==> src/rtl/bcd2bin_seq.sv <==
// Sequential BCD-to-binary converter using reverse double-dabble: one right shift
// of {digits, accumulator} plus per-digit correction per clock, WIDTH clocks per conversion.
module bcd2bin_seq #(
  parameter int WIDTH  = 18,
  parameter int DIGITS = 4
) (
  input  logic                  clk,
  input  logic                  rst_n,
  input  logic                  start,
  input  logic [DIGITS*4-1:0]   bcd,
  output logic [WIDTH-1:0]      bin,
  output logic                  busy,
  output logic                  done,
  output logic                  err,
  output logic                  ovf
);

  localparam int DW = DIGITS * 4;
  localparam int CW = $clog2(WIDTH + 1);

  typedef enum logic {IDLE, SHIFT} state_t;

  state_t           state_q, state_d;
  logic [DW-1:0]    d_q, d_d;
  logic [WIDTH-1:0] a_q, a_d;
  logic [WIDTH-1:0] bin_q, bin_d;
  logic [CW-1:0]    cnt_q, cnt_d;
  logic             done_q, done_d;
  logic             err_q, err_d;
  logic             ovf_q, ovf_d;

  logic [DW-1:0]    sh_d, corr_d;
  logic [WIDTH-1:0] sh_a;
  logic             bad_digit;

  // Shift then correct: every post-shift digit >= 8 gets 3 subtracted, all in parallel.
  always_comb begin
    {sh_d, sh_a} = {d_q, a_q} >> 1;
    corr_d       = sh_d;
    for (int j = 0; j < DIGITS; j++) begin
      if (sh_d[4*j +: 4] >= 4'd8) corr_d[4*j +: 4] = sh_d[4*j +: 4] - 4'd3;
    end
    bad_digit = 1'b0;
    for (int j = 0; j < DIGITS; j++) begin
      if (bcd[4*j +: 4] > 4'd9) bad_digit = 1'b1;
    end
  end

  // NOTE: every signal gets a default before the case so no path can infer a latch.
  always_comb begin
    state_d = state_q;
    d_d     = d_q;
    a_d     = a_q;
    cnt_d   = cnt_q;
    bin_d   = bin_q;
    done_d  = 1'b0;
    err_d   = err_q;
    ovf_d   = ovf_q;
    case (state_q)
      IDLE: begin
        if (start) begin
          if (bad_digit) begin
            bin_d  = '0;
            err_d  = 1'b1;
            ovf_d  = 1'b0;
            done_d = 1'b1;
          end else begin
            d_d     = bcd;
            a_d     = '0;
            cnt_d   = '0;
            err_d   = 1'b0;
            ovf_d   = 1'b0;
            state_d = SHIFT;
          end
        end
      end
      SHIFT: begin
        d_d   = corr_d;
        a_d   = sh_a;
        cnt_d = cnt_q + CW'(1);
        if (cnt_q == CW'(WIDTH - 1)) begin
          bin_d   = sh_a;
          ovf_d   = |corr_d;
          done_d  = 1'b1;
          state_d = IDLE;
        end
      end
      default: state_d = IDLE;
    endcase
  end

  // NOTE: sequential state uses non-blocking assignments so all registers update together.
  always_ff @(posedge clk or negedge rst_n) begin
    if (!rst_n) begin
      state_q <= IDLE;
      d_q     <= '0;
      a_q     <= '0;
      cnt_q   <= '0;
      bin_q   <= '0;
      done_q  <= 1'b0;
      err_q   <= 1'b0;
      ovf_q   <= 1'b0;
    end else begin
      state_q <= state_d;
      d_q     <= d_d;
      a_q     <= a_d;
      cnt_q   <= cnt_d;
      bin_q   <= bin_d;
      done_q  <= done_d;
      err_q   <= err_d;
      ovf_q   <= ovf_d;
    end
  end

  assign bin  = bin_q;
  assign busy = (state_q == SHIFT);
  assign done = done_q;
  assign err  = err_q;
  assign ovf  = ovf_q;

endmodule

==> config.mk <==
export PLATFORM = sky130hd
export DESIGN_NAME = bcd2bin_seq
export DESIGN_NICKNAME = d
export VERILOG_FILES = /design/src/rtl/bcd2bin_seq.sv
export SDC_FILE = /design/constraint.sdc
export NUM_CORES = 1
export LEC_CHECK = 0
export BUFFER_PORTS_ARGS = -buffer_cell sky130_fd_sc_hd__buf_2
export CAP_MARGIN = 5
export CORE_ASPECT_RATIO = 0.7
export CORE_MARGIN = 1
export CORE_UTILIZATION = 57
export CTS_BUF_LIST = sky130_fd_sc_hd__clkbuf_4
export CTS_CLUSTER_SIZE = 30
export DETAILED_ROUTE_END_ITERATION = 12
export PLACE_DENSITY_LB_ADDON = 0.12
export SYNTH_ARGS = -nofsm -noshare
export SYNTH_HDL_FRONTEND = slang
export SYNTH_SLANG_ARGS = --single-unit
==> constraint.sdc <==
create_clock -name clk -period 1.65 [get_ports clk]
set_clock_uncertainty 0.1 [all_clocks]
set_input_delay 0.165 -clock clk [delete_from_list [all_inputs] [get_ports clk]]
set_output_delay 0.165 -clock clk [all_outputs]
set_load 0.02 [all_outputs]
==> results_dict.tcl, run 1 <==
set metrics [dict create \
    status "finished clean" \
    dpl.hpwl_um 3939 \
    synth_area_um2 2773 \
    dieHeight_um 60.35 \
    cp_cell_sequence "ha_4, nand2_4, nor4_4, buf_4, a31oi_4, buf_12, a22o_1" \
    n_antenna_cell 0 \
    grt_pass1_wl_um 9860 \
    async_flop_share_pct 100.0 \
    yosys-top-cells-area "dfrtp_1 54%, a22o_1 12%, ha_1 3.6%" \
    crit_type "register to register" \
    fin_ws_ns 0.003336 \
    whs_ns 0.01018 \
    yosysWarnings 0 \
    hold_path_startpoint "bcd[11]" \
    die-area_um2 5151 \
    initial_utilization_pct 61.56 \
    row_count 20 \
    viasPerCell 6.164 \
    drtPass1Iterations 5 \
    area_growth_pct 25.18 \
    seq_area_frac_synth_pct 54.15 \
    worstPathArrival_ns 1.90 \
    die_w_um 85.36 \
    fin_util_pct 77.06 \
    total_power_w 0.006757 \
    drc 0 \
    grt_max_degree 61 \
    crit_required_ns 1.91 \
    yosysUniqueCellTypes 38 \
    place.gp.congestion 0.8512 \
    worstSetupStartpointType "register" \
    cp-startpoint "cnt_q[0]" \
    boundaryPins 41 \
    power.leakage_nw 1.711 \
    postRouteAntennaNets 0 \
    layout_min_cycle_time_ns 1.647 \
    clk-insertion-delay-late_ns 0.42 \
    cts.sinks 60 \
    grt_usage_pct 26.38 \
    dp_slack_ns 0.008111 \
    max_stage_delay_ns 0.45 \
    nets 332 \
    wl_um 6195 \
    io_buffer_count 40 \
    report.final.hold_viol_count 0 \
    grt_overflow_total 0 \
    ir_worst_vdd_mv 1.016 \
    cts-root-buf "clkbuf_4" \
    rsz0062_at_grt "yes" \
    routed-via-count 2250 \
    avgSynthCellArea_um2 11.65 \
    synth.largest_area_cell "dfrtp_1" \
    clk_pin_slew_ns 0.11 \
    place_inst 335 \
    slowest_stage "dfrtp_1" \
    slew_violations 0 \
    synth_edf_count 0 \
    core_area_um2 4504 \
    h-tree-depth 3 \
    drive_gt1_share_pct 30.65 \
    yosys_register_bits 60 \
    layout_worst_path_cycle_share_pct 99.80 \
    power.density_nw_per_um2 1947 \
    synth_top_cell_area_share_pct 54.15 \
    clock_path_buffers 2 \
    min_path_type "input port to register" \
    cap_violations 0 \
    wl_per_cell_um 16.97 \
    stdcell_count 365 \
    setup_violations 0 \
    worst_pin_slew_ns 0.3229 \
    crit_path_end_kind "register" \
    slew_headroom_pct 77.86 \
    synthCells 238 \
    cts_tree "yes" \
    cts_made_buffers 9 \
    grt_pass1_vias 1971 \
    timing.rr.start "cnt_q[0]" \
    clock.fmax_mhz 607.3 \
    antenna_found_initial 0 \
    synth_nets 265 \
    cp_max_fo 10 \
    synth_flop_cell "dfrtp_1" \
    drt-initial-drc-count 192 \
]
[placed cells by master, fill, tap and decap left out, drive strengths merged, types with 2 or more instances in the layout]
master	instances
a22oi	8
xnor2	6
a31oi	14
a22o	38
nand3	6
a21oi	9
nor2	7
o22ai	2
buf	62
xor2	2
clkinv	4
nand4	2
dfrtp	60
nor4	2
nand2b	2
inv	12
dlygate4sd3	10
mux2i	3
a2bb2oi	3
ha	8
nand2	9
o21ai	20
clkbuf	10
or3	2
[path summary, 6_finish.rpt]
kind                       slack [ns]  depth (start not counted)      end
max                             0.003                          7   bin[4]
min in group asynchronous        0.15                          3   d_q[5]
max in group asynchronous        1.03                          3   a_q[5]
max reg2reg                     0.003                          7   bin[4]
min reg2reg                      0.41                          1  bin[13]
min                              0.01                          4  d_q[11]
[per-layer routing]
metal,global-route usage [%],part of all wire [%]
met1,39.04,48
met2,36.75,42
met3,10.20,8.0
met4,6.905,1.7
met5,0,0
[layout make-up]
class | count | area (µm²)
repair buffers | 73 | 560.5
fillers | 311 | 1033
well taps | 55 | 68.82
clock buffers | 9 | 67.56
flip-flops and latches | 60 | 1503
multi-input cells | 151 | 1159
clock inverters | 7 | 75.07
inverters | 10 | 37.54
[critical path: cells and delay by family (launching register included)]
kind                       cells  cell delay [ns]
adders and majority gates      1             0.19
and+or+nand+nor                2             0.09
DFF                            1             0.45
AOI/OAI and AO/OA              2             0.42
buffers and inverters          2             0.33
[synthesized netlist by cell type (all sizes together), types with 3 or more instances]
cell and number:
nand3 6, o21ai 20, dfrtp 60, buf 9, a22o 38, a31oi 14, nand2 9, clkbuf 8
inv 10, a22oi 8, mux2i 3, xnor2 6, ha 8, a21oi 9, a2bb2oi 3, nor2 7
[stage by stage]
| stage | setup TNS (ns) | area [µm²] |
|---|---|---|
| 2_1_floorplan | 0 | 2773 |
| 6_report | 0 | 3471 |
| 3_5_place_dp | 0 | 3152 |
| 5_1_grt | -0.2268 | 3471 |
| 3_3_place_gp | 0 | 3152 |
| 4_1_cts | 0 | 3385 |
[where the power goes]
part	switching, W	internal, W	leakage [nW]	total (W)
clock	0.000602	0.000471	0.0807	0.00107
sequential	0.000543	0.00211	0.766	0.00265
combinational	0.00156	0.00147	0.864	0.00303
[sequential cells by signal, indices dropped and copies added (netlist names)]
| name | count |
|---|---|
| ovf | 1 |
| cnt_q | 5 |
| busy | 1 |
| err | 1 |
| a_q | 17 |
| bin | 18 |
| done | 1 |
| d_q | 16 |
[cells by family after synthesis]
logic type | count (synthesis) | synth area share [%]
buf+inv | 27 | 4.783
mux | 4 | 1.489
fa+ha+maj | 8 | 3.610
compound gates | 97 | 26.35
flops | 60 | 54.15
xor+xnor | 8 | 2.527
simple gates | 34 | 7.085
[timing repair]
| action | CTS | global route |
|---|---|---|
| endpoints found under the setup margin | 0 | 20 |
| endpoints found under the hold margin | 68 | 1 |
| buffers inserted | 0 | 2 |
| gates resized for setup | 0 | 7 |
| hold buffers | 9 | 1 |
(Power assumes the default switching activity.)
==> inputs of run 2 (changes only) <==
--- a/config.mk
+++ b/config.mk
@@ -14,6 +14,7 @@
 export CTS_CLUSTER_SIZE = 30
 export DETAILED_ROUTE_END_ITERATION = 12
 export PLACE_DENSITY_LB_ADDON = 0.12
+export SETUP_SLACK_MARGIN = 0.3
 export SYNTH_ARGS = -nofsm -noshare
 export SYNTH_HDL_FRONTEND = slang
 export SYNTH_SLANG_ARGS = --single-unit
==> results_dict.tcl, run 2 (synthesized netlist as in run 1, its figures left out) <==
set metrics [dict create \
    worstPathArrival_ns 1.93 \
    boundaryPins 41 \
    status "finished with violations" \
    min_path_cells 3 \
    slew_violations 0 \
    clk_pin_slew_ns 0.13 \
    grt_max_degree 61 \
    power.density_nw_per_um2 2176 \
    grt_usage_pct 31.33 \
    nets 356 \
    rsz0062_at_grt "yes" \
    die_w_um 85.36 \
    r2r_slack_ns -0.1 \
    routed-via-count 2791 \
    viasPerCell 7.175 \
    wl_per_cell_um 27.11 \
    grt_pass1_vias 2301 \
    largest_register_ffs 18 \
    power.leakage_nw 1.923 \
    place_area_um2 3126 \
    die-area_um2 5151 \
    grt_overflow_total 0 \
    fin_ws_ns -0.09946 \
    slew_headroom_pct 63.13 \
    io_buffer_count 40 \
    timing.rr.start "d_q[13]" \
    drc 0 \
    worst_pin_slew_ns 0.5480 \
    core_area_um2 4504 \
    dieHeight_um 60.35 \
    clock_path_buffers 2 \
    cts_made_buffers 9 \
    crit_required_ns 1.83 \
    cts_tree "yes" \
    cts-root-buf "clkbuf_4" \
    whs_ns -0.01341 \
    crit_path_end_kind "register" \
    violations "negative hold slack, negative setup slack" \
    area_growth_pct 47.47 \
    layout_commonest_cell "dfrtp_1" \
    ir_worst_vdd_mv 1.969 \
    grt_pass1_wl_um 11760 \
    clk-insertion-delay-late_ns 0.42 \
    r2r-end "ovf" \
    min_path_type "input port to register" \
    antenna_found_initial 0 \
    postRouteAntennaNets 0 \
    report.final.hold_viol_count 1 \
    dpl.hpwl_um 3971 \
    crit_type "register to register" \
    clock.fmax_mhz 571.6 \
    initial_utilization_pct 61.56 \
    setup_violations 18 \
    wl_um 10550 \
    row_count 20 \
    final_area_um2 4089 \
    n_antenna_cell 0 \
    total_power_w 0.008898 \
    cts.sinks 60 \
    min_to "d_q[0]" \
    ff2ff_path_depth 4 \
    drtPass1Iterations 7 \
    layout_min_cycle_time_ns 1.749 \
    h-tree-depth 3 \
    place.gp.congestion 0.8441 \
    layout_worst_path_cycle_share_pct 106.0 \
    drive_gt1_share_pct 43.71 \
    drt-initial-drc-count 384 \
    final_cell_mix "59 x dfrtp_1, 39 x buf_2, 38 x a22o_1" \
    worstSetupStartpointType "register" \
    hold_path_startpoint "bcd[0]" \
    cp_max_fo 3 \
    dp_slack_ns -0.04876 \
    cap_violations 0 \
]
run 2: final cells by class:
cell class	count	area, µm²
inverter	10	40.04
multi-input combinational	151	1376
sequential	60	1503
tap	55	68.82
clock inverter	7	75.07
timing repair buffer	97	958.4
clock buffer	9	67.56
fill	167	415.4
run 2: metrics by stage:
stage          utilization [%]  TNS [ns]  cells
4_1_cts                  81.67         0    376
6_report                 90.78   -0.4506    389
2_1_floorplan                -         0    238
5_1_grt                  90.78    -1.231    389
3_3_place_gp             69.39         0    334
3_5_place_dp             69.39   -0.4586    334
run 2: per-layer routing:
metal  share of wire [%]  global-route usage, %  up-vias
met5                   0                      0        -
met4                 4.8                  10.71        0
met3                  13                  7.891       69
met2                  47                  49.77      289
met1                  36                  43.33     1344
li1                    -                      -     1089
run 2: timing repair:
item / CTS / global route
endpoints found under the hold margin: 68 / 1
pin swaps: 1 / 21
gates resized for setup: 12 / 52
setup endpoints to repair: 27 / 59
setup buffers: 12 / 8
hold buffers: 9 / 1
gates cloned: 5 / 4
run 2: worst max-delay path by stage:
stage | startpoint | endpoint | depth (start not counted) | slack [ns]
after global placement | bcd[6] | bin[13] | 6 | 0.03
final | d_q[13] | ovf | 4 | -0.1
after CTS | cnt_q[1] | bin[15] | 7 | 0.07
after floorplan | cnt_q[1] | bin[10] | 7 | 0.14
after detailed placement | bcd[6] | bin[1] | 6 | -0.05
after global routing | d_q[13] | ovf | 4 | -0.17
run 2: critical path: stages (launching register included):
cell and delay (ns):
dfrtp_1 0.43, nor4_1 0.52, nand4_1 0.19, nor2_1 0.20
a41oi_1 0.17
run 2: power breakdown:
group	leakage, nW	switching (W)	internal, W	total [W]
Clock	0.0807	0.000630	0.000472	0.00110
Combinational	1.08	0.00251	0.00255	0.00505
Sequential	0.767	0.000637	0.00211	0.00274
Total	1.92	0.00377	0.00512	0.00890
==> inputs of run 3 (changes only) <==
--- a/config.mk
+++ b/config.mk
@@ -10,10 +10,12 @@
 export CORE_ASPECT_RATIO = 0.7
 export CORE_MARGIN = 1
 export CORE_UTILIZATION = 57
-export CTS_BUF_LIST = sky130_fd_sc_hd__clkbuf_4
+export CTS_BUF_LIST = sky130_fd_sc_hd__clkbuf_4 sky130_fd_sc_hd__clkbuf_8
 export CTS_CLUSTER_SIZE = 30
 export DETAILED_ROUTE_END_ITERATION = 12
+export MAX_ROUTING_LAYER = met4
 export PLACE_DENSITY_LB_ADDON = 0.12
+export RECOVER_POWER = 50
 export SETUP_SLACK_MARGIN = 0.3
 export SYNTH_ARGS = -nofsm -noshare
 export SYNTH_HDL_FRONTEND = slang
==> results_dict.tcl, run 3 (synthesized netlist as in run 1, its figures left out) <==
set metrics [dict create \
    drtPass1Iterations 4 \
    cts_tree "yes" \
    r2r-end "bin[2]" \
    crit_path_end_kind "register" \
    slew_violations 0 \
    row_count 20 \
    dpl.hpwl_um 3971 \
    ir_worst_vdd_mv 1.206 \
    seq_area_um2 1503 \
    timing.rr.start "cnt_q[1]" \
    clk_pin_slew_ns 0.07 \
    status "finished with violations" \
    layout_worst_path_cycle_share_pct 104.4 \
    place.gp.congestion 0.8573 \
    power.density_nw_per_um2 2154 \
    antenna_found_initial 0 \
    slowest_stage "dfrtp_1" \
    wl_per_cell_um 21.16 \
    worst-path-buf-inv 2 \
    cp_cell_sequence "inv_2, ha_4, nand2_4, nor4_4, a31oi_4, buf_6, a22o_1" \
    clk-insertion-delay-late_ns 0.34 \
    cts.sinks 60 \
    boundaryPins 41 \
    postRouteAntennaNets 0 \
    n_antenna_cell 0 \
    wl_um 7871 \
    cp-startpoint "cnt_q[1]" \
    clock_path_buffers 2 \
    die_w_um 85.36 \
    cp.depth 7 \
    crit_required_ns 1.77 \
    fin_ws_ns -0.07260 \
    fill_cells 242 \
    dieHeight_um 60.35 \
    worstPathArrival_ns 1.84 \
    final_cell_mix "59 x dfrtp_1, 38 x a22o_1, 37 x buf_2" \
    core_area_um2 4504 \
    drt-initial-drc-count 241 \
    place_inst 334 \
    largest_register_ffs 18 \
    clock.fmax_mhz 580.5 \
    min_path_type "input port to register" \
    crit_end "bin[2]" \
    cap_violations 0 \
    worstSetupStartpointType "register" \
    rsz0062_at_grt "yes" \
    grt_usage_pct 30.09 \
    report.final.hold_viol_count 0 \
    ff2ff_path_depth 7 \
    h-tree-depth 3 \
    slew_headroom_pct 48.00 \
    worst_pin_slew_ns 0.7801 \
    cp_max_fo 5 \
    final_area_um2 3771 \
    stdcell_count 372 \
    grt_pass1_vias 2167 \
    die-area_um2 5151 \
    violations "negative setup slack" \
    max_stage_delay_ns 0.39 \
    drive_gt1_share_pct 39.75 \
    crit_type "register to register" \
    grt_overflow_total 0 \
    power.leakage_nw 1.822 \
    initial_utilization_pct 61.56 \
    io_buffer_count 40 \
    viasPerCell 6.255 \
    r2r_slack_ns -0.07 \
    layout_commonest_cell "dfrtp_1" \
    grt_max_degree 61 \
    place_area_um2 3126 \
    critPathTopFamily "flip-flops" \
    setup_violations 18 \
    multi_input_comb_area_um2 1282 \
    area_growth_pct 36.01 \
    nets 339 \
    drc 0 \
    layout_min_cycle_time_ns 1.723 \
    routed-via-count 2327 \
    whs_ns 0.04028 \
    cts-root-buf "clkbuf_8" \
    cts_made_buffers 9 \
    grt_pass1_wl_um 10860 \
    hold_path_startpoint "bcd[12]" \
]
[run 3: changes by cell type in the layout (fill, tap and decap cells not counted), moves of 4 or more]
cell,previous run,this run
a31oi_1,5,9
a31oi_4,8,2
buf_4,17,21
clkbuf_8,0,9
dlygate4sd3_1,10,2
buf_6,14,8
clkbuf_4,9,1
[run 3: power breakdown]
part | leakage, nW | total, W | internal, W | switching (W)
registers | 0.767 | 0.00270 | 0.00211 | 0.000591
logic | 0.952 | 0.00407 | 0.00208 | 0.00199
clock network | 0.104 | 0.00135 | 0.000707 | 0.000641
[run 3: area by class of cell]
type,count,share of cell area [%]
flip-flops and latches,60,39.85
repair buffers,80,17.85
multi-input cells,151,34.01
well taps,55,1.825
clock inverters,7,1.991
clock buffers,9,3.285
inverters,10,1.194
[run 3: worst register-to-register path: stages, from the launching register on]
cell	delay (ns)
dfrtp_1	0.39
inv_2	0.08
ha_4	0.13
nand2_4	0.05
nor4_4	0.31
a31oi_4	0.13
buf_6	0.19
a22o_1	0.22
[run 3: stage by stage]
stage	TNS, ns	worst slack (ns)	total power, W	utilization [%]
2_1_floorplan	0	0.1412	0.004601	-
3_3_place_gp	0	0.02636	0.005419	69.39
3_5_place_dp	-0.4586	-0.04876	0.005512	69.39
4_1_cts	0	0.07759	0.007312	78.47
5_1_grt	-0.9759	-0.07845	0.008521	83.72
6_report	-0.5551	-0.07260	0.008122	83.72
[run 3: timing repair]
action                                  4_1_cts  5_1_grt
gates cloned                                  2        3
hold buffers                                  2        0
buffers inserted                             11        4
gates resized for setup                       9       31
pin swaps                                     1        9
endpoints found under the setup margin       26       57
endpoints found under the hold margin        61        0
[run 3: worst min-delay path by stage]
stage / to / slack [ns] / depth (start not counted)
floorplan: a_q[10] / -0.23 / 0
global placement: d_q[5] / 0.09 / 2
detailed placement: err / 0.09 / 2
CTS: d_q[12] / 0.03 / 3
global route: d_q[4] / 0.05 / 3
finish: d_q[12] / 0.04 / 3
[run 3: metal layers]
| metal | GRT usage [%] | share of wire (%) | up-vias |
|---|---|---|---|
| met3 | 8.027 | 8.3 | 19 |
| met4 | 12.38 | 1.8 | 0 |
| met5 | - | 0 | - |
| met2 | 44.70 | 47 | 125 |
| li1 | - | - | 1052 |
| met1 | 40.04 | 42 | 1131 |
